`src/rtl/y_dac_tx.sv`:
```
// Output end of the FIR path: sample pacer, 2-entry result buffer and 16-bit serial DAC transmitter.
// Optional build macro Y_OFFSET_BIN_EN: invert the word MSB on capture (two's complement -> offset binary).
module y_dac_tx #(
    parameter int DATA_W     = 12,
    parameter int SAMPLE_DIV = 2500,
    parameter int SCLK_DIV   = 2
) (
    input  logic              clk,
    input  logic              rst,
    input  logic              leer_y,
    input  logic [DATA_W-1:0] y,
    output logic              cambiar,
    output logic              sync_n,
    output logic              sclk,
    output logic              sdo,
    output logic              busy,
    output logic              overrun
);

    localparam int SW = $clog2(SAMPLE_DIV);
    localparam int HW = $clog2(SCLK_DIV + 1);
    localparam logic [SW-1:0] SMP_TC = SW'(SAMPLE_DIV - 1);
    localparam logic [HW-1:0] HP_TC  = HW'(SCLK_DIV - 1);

    typedef enum logic [1:0] {IDLE, LOAD, SHIFT, GAP} state_t;

    state_t            state, state_nxt;
    logic [SW-1:0]     smp_cnt;
    logic [HW-1:0]     hp_cnt;
    logic [4:0]        bit_cnt;
    logic [15:0]       sreg;
    logic              sclk_q;
    logic [DATA_W-1:0] mem [2];
    logic [DATA_W-1:0] conv;
    logic              wr_ptr, rd_ptr;
    logic [1:0]        count;
    logic              pop, push_ok, hp_tc;

    // Free-running sample pacer
    always_ff @(posedge clk) begin
        if (!rst)                 smp_cnt <= '0;
        else if (smp_cnt == SMP_TC) smp_cnt <= '0;
        else                      smp_cnt <= smp_cnt + 1'b1;
    end

    always_comb begin
        conv = y;
`ifdef Y_OFFSET_BIN_EN
        conv[DATA_W-1] = ~y[DATA_W-1];
`endif
    end

    // A pop in the same cycle frees a slot, so a full buffer still accepts the push
    assign pop     = (state == LOAD);
    assign push_ok = leer_y && ((count != 2'd2) || pop);

    always_ff @(posedge clk) begin
        if (!rst) begin
            wr_ptr  <= 1'b0;
            rd_ptr  <= 1'b0;
            count   <= '0;
            overrun <= 1'b0;
        end else begin
            if (push_ok) wr_ptr <= ~wr_ptr;
            if (pop)     rd_ptr <= ~rd_ptr;
            count <= count + {1'b0, push_ok} - {1'b0, pop};
            if (leer_y && !push_ok) overrun <= 1'b1;
        end
    end

    always_ff @(posedge clk) begin
        if (push_ok) mem[wr_ptr] <= conv;
    end

    assign hp_tc = (hp_cnt == HP_TC);

    // State register and serial datapath
    always_ff @(posedge clk) begin
        if (!rst) begin
            state   <= IDLE;
            hp_cnt  <= '0;
            bit_cnt <= '0;
            sreg    <= '0;
            sclk_q  <= 1'b1;
        end else begin
            state <= state_nxt;
            case (state)
                IDLE: begin
                    hp_cnt <= '0;
                    sclk_q <= 1'b1;
                end
                LOAD: begin
                    sreg    <= 16'(mem[rd_ptr]);
                    hp_cnt  <= '0;
                    bit_cnt <= '0;
                    sclk_q  <= 1'b1;
                end
                SHIFT: begin
                    if (hp_tc) begin
                        hp_cnt <= '0;
                        sclk_q <= ~sclk_q;
                        if (sclk_q)                 bit_cnt <= bit_cnt + 1'b1;
                        else if (bit_cnt != 5'd16)  sreg    <= {sreg[14:0], 1'b0};
                    end else begin
                        hp_cnt <= hp_cnt + 1'b1;
                    end
                end
                GAP: begin
                    hp_cnt <= hp_tc ? '0 : hp_cnt + 1'b1;
                    sclk_q <= 1'b1;
                end
                default: hp_cnt <= '0;
            endcase
        end
    end

    // GAP hands over straight to LOAD when a word waits, keeping the inter-frame gap at SCLK_DIV+1
    always_comb begin
        state_nxt = state;
        case (state)
            IDLE:    if (count != 2'd0) state_nxt = LOAD;
            LOAD:    state_nxt = SHIFT;
            SHIFT:   if (hp_tc && !sclk_q && (bit_cnt == 5'd16)) state_nxt = GAP;
            GAP:     if (hp_tc) state_nxt = (count != 2'd0) ? LOAD : IDLE;
            default: state_nxt = IDLE;
        endcase
    end

    always_comb begin
        cambiar = (smp_cnt == SMP_TC);
        sync_n  = (state != SHIFT);
        busy    = (state == SHIFT) || (state == GAP);
        sdo     = (state == SHIFT) && sreg[15];
        sclk    = sclk_q;
    end

endmodule
```
`config.mk`:
```
export PLATFORM = sky130hd
export DESIGN_NAME = y_dac_tx
export DESIGN_NICKNAME = d
export VERILOG_FILES = /design/src/rtl/y_dac_tx.sv
export SDC_FILE = /design/constraint.sdc
export NUM_CORES = 1
export LEC_CHECK = 0
export CORE_AREA = 2 2 91 67
export CTS_CLUSTER_SIZE = 40
export DETAILED_ROUTE_END_ITERATION = 10
export DIE_AREA = 0 0 93 69
export GPL_TIMING_DRIVEN = 0
export MAX_ROUTING_LAYER = met4
export PLACE_DENSITY = 0.85
export SLEW_MARGIN = 0
export SYNTH_ARGS = -nofsm -noshare
export SYNTH_HDL_FRONTEND = slang
export SYNTH_SLANG_ARGS = --single-unit
```
`constraint.sdc`:
```
create_clock -name clk -period 6.1 [get_ports clk]
set_clock_uncertainty 0.1 [all_clocks]
set_input_delay 1.83 -clock clk [delete_from_list [all_inputs] [get_ports clk]]
set_output_delay 1.83 -clock clk [all_outputs]
set_load 0.01 [all_outputs]
```
==> impl_metrics.ini, run 1 <==
[run_status]
status = finished, final reports clean

[yosys]
async_reset_ff_share_pct = 0
ys_warn_count = 0
syn_avg_cell_area_um2 = 10.6
yosysUniqueCellTypes = 43
synth_nets = 307
syn_area_mm2 = 0.00298
synth_edf_count = 24
synth-seq-area-share_pct = 53.8
ys_ff_latch = 68
postSynthCellCount = 280
synth_flop_cell = dfxtp_1

[detailed_routing]
drc = 0
wl_per_cell_um = 12.9
drtAntennaViolNets = 0
detail_route.iter0.violations = 88
num_vias = 2004
first_pass_iters = 4
wirelength_mm = 5.06
via_per_inst = 5.13

[clocking]
clk_path_buf_depth = 2
clockRootBuffer = clkbuf_8
clock-sinks = 68
post_cts_resized = 0
htreeDepth = 3
cts_setup_buffers = 0
cts_buffers = 9
cts_hold_buf = 0
clock_latency_ns = 0.35
clkSlewWorstSetupHoldPaths_ns = 0.07
cts_tree = yes

[finish]
layout_commonest_cell = dfxtp_1
n_antenna_cell = 0
ff_latch_area_mm2 = 0.00160
multi_input_area_mm2 = 0.00126
final_area_mm2 = 0.00349
instances_no_fill = 391
final_cell_mix = dfxtp_1, nand2_1, edfxtp_1
drive_above_1_share_pct = 9.81
syn_to_final_growth_pct = 17.2
nFillCells = 473
fin_nets = 338

[timing]
drv_slew = 0
setup_violations = 0
setup_ws_ns = 1.92
worstMarginPinSlew_ns = 1.08
fin_setup_tns_ns = 0
fin_crit_ns = 4.18
final_hold_viol_count = 0
max_freq_mhz = 239
slew_headroom_pct = 27.5
fin_crit_sh_pct = 68.5
rsz0062_at_grt = false

[grt]
grt_first_pass_wirelength_mm = 8.85
grt_usage_pct = 18.3
grt_start_max_net_pins = 14
antenna_found_initial = 0
grt_overflow = 0
grt_pass1_vias = 1954

[die]
core_area_mm2 = 0.00553
rows = 23
chipHeight_um = 69
die_w_um = 93
start_util_pct = 53.8
die_area_mm2 = 0.00642
io_pins = 21

[job]
maxCapViolCount = 0

[placement]
placed_cell_area_mm2 = 0.00327
portBuffers = 20
place_inst = 375
pre_cts_slack_ns = 2.23
gp_congestion = 0.756
dp_hpwl_mm = 3.51

[pwr]
power_density_mw_per_mm2 = 383
p_switching_uw = 409
p_leak_nw = 1.25
ir_worst_vdd_uv = 213
p_int_uw = 927
clkPwrFrac_pct = 30.0
seqPwrFrac_pct = 43.0
combPwrFrac_pct = 26.9
swShare_pct = 30.6
power_mw = 1.34

[setup_path]
critPathRequiredTime_ns = 4.17
worstPathArrival_ns = 2.25
slowest_stage = clkdlybuf4s50_1
cp-start-kind = register
critPathMaxFanout = 10
slowest_delay_ns = 0.54
critical_path_class = reg -> out
end_kind = output port
worstPathCellList = inv_1 -> ha_1 -> clkbuf_1 -> and2_1 -> clkdlybuf4s50_1

[hold_path]
hold_path_class = reg -> reg
-- state kept, by name, summed over array words and instances (netlist names), named ones only --
register  count
overrun       1
hp_cnt        2
wr_ptr        1
sreg         16
sclk          1
smp_cnt      12
bit_cnt       5
mem          24
rd_ptr        1
state         2
count         2
-- Yosys cell counts, drive strengths merged (2+ instances only) --
cell type | count | share of area [%]
dfxtp | 44 | 30
nand2 | 42 | 5.3
edfxtp | 24 | 24
nor2 | 22 | 2.8
o21ai | 13 | 2.2
xor2 | 13 | 3.8
a21boi | 12 | 3.0
ha | 12 | 5.0
mux2i | 12 | 4.0
inv | 10 | 1.3
nor2b | 9 | 1.9
buf | 8 | 1.7
and2 | 7 | 1.5
clkbuf | 6 | 0.76
nand3 | 6 | 1.0
a22oi | 4 | 1.0
and3 | 3 | 0.67
nand4 | 3 | 0.63
xnor2 | 3 | 0.88
a21oi | 2 | 0.34
a31oi | 2 | 0.93
and4 | 2 | 0.59
nor3 | 2 | 0.34
nor4 | 2 | 0.42
o2111ai | 2 | 0.59
o31ai | 2 | 0.50
-- final timing paths --
check,cells after the start,from,endpoint,slack (ns)
max reg2reg,5,state[1],mem[0][2],3.69
min reg2reg,1,hp_cnt[0],hp_cnt[0],0.32
max,5,state[0],sdo,1.92
min,1,hp_cnt[0],hp_cnt[0],0.32
-- cell families (layout without fill, tap and decap cells) --
family,Yosys count,count (layout),share of synthesized area [%]
compound gates,45,45,11.6
xor+xnor,16,16,4.71
fa+ha+maj,12,12,5.05
buf+inv,24,60,3.74
flops,68,68,53.8
mux,13,13,4.42
simple gates,102,102,16.7
-- layer usage --
metal  GRT usage (%)  wire [um]
met1            21.9       2290
met2            28.5       2430
met3            8.31        278
met4            4.41         61
met5               -          0
-- through the flow --
step	utilization [%]	hold WS, ns
finish	63.1	0.322
CTS	63.1	0.327
global placement	59.2	0.307
floorplan	-	0.298
global route	63.1	0.347
detailed placement	59.2	0.316
-- layout make-up --
cell class / instances / area share, %
clock inverter: 6 / 2.55
inverter: 10 / 1.08
multi-input combinational: 188 / 36.2
timing repair buffer: 20 / 5.74
tap: 75 / 2.69
clock buffer: 10 / 3.66
buffer: 14 / 2.12
sequential: 68 / 45.9
-- worst max-delay path: cells and delay by family (launching register included) --
kind / cells / cell delay [ns]
flip-flops: 1 / 0.35
AND/OR/NAND/NOR: 1 / 0.20
adder cells (fa/ha/maj): 1 / 0.28
buffers and inverters: 3 / 1.07
-- power groups by stage --
stage	sequential (mW)	combinational, mW	clock (mW)
final	0.575	0.360	0.401
after global routing	0.584	0.407	0.432
after CTS	0.575	0.362	0.410
after detailed placement	0.585	0.359	0
after global placement	0.582	0.349	0
after floorplan	0.576	0.273	0
No activity file was read; power rests on OpenSTA's default activity.
==> run 2, diff against run 1 <==
clock period = 4.33 ns   (was 6.1 ns; I/O delays follow)
==> results of run 2 <==
The final DEF is identical to that of run 1. Status: finished, final reports clean.
Main changes from that run: setup slack after placement 2.23 ns -> 0.986 ns; setup slack after layout 1.92 ns -> 0.683 ns; register-to-register setup slack 3.69 ns -> 1.92 ns; total power 1.34 mW -> 1.88 mW; worst IR drop on VDD 213 uV -> 301 uV
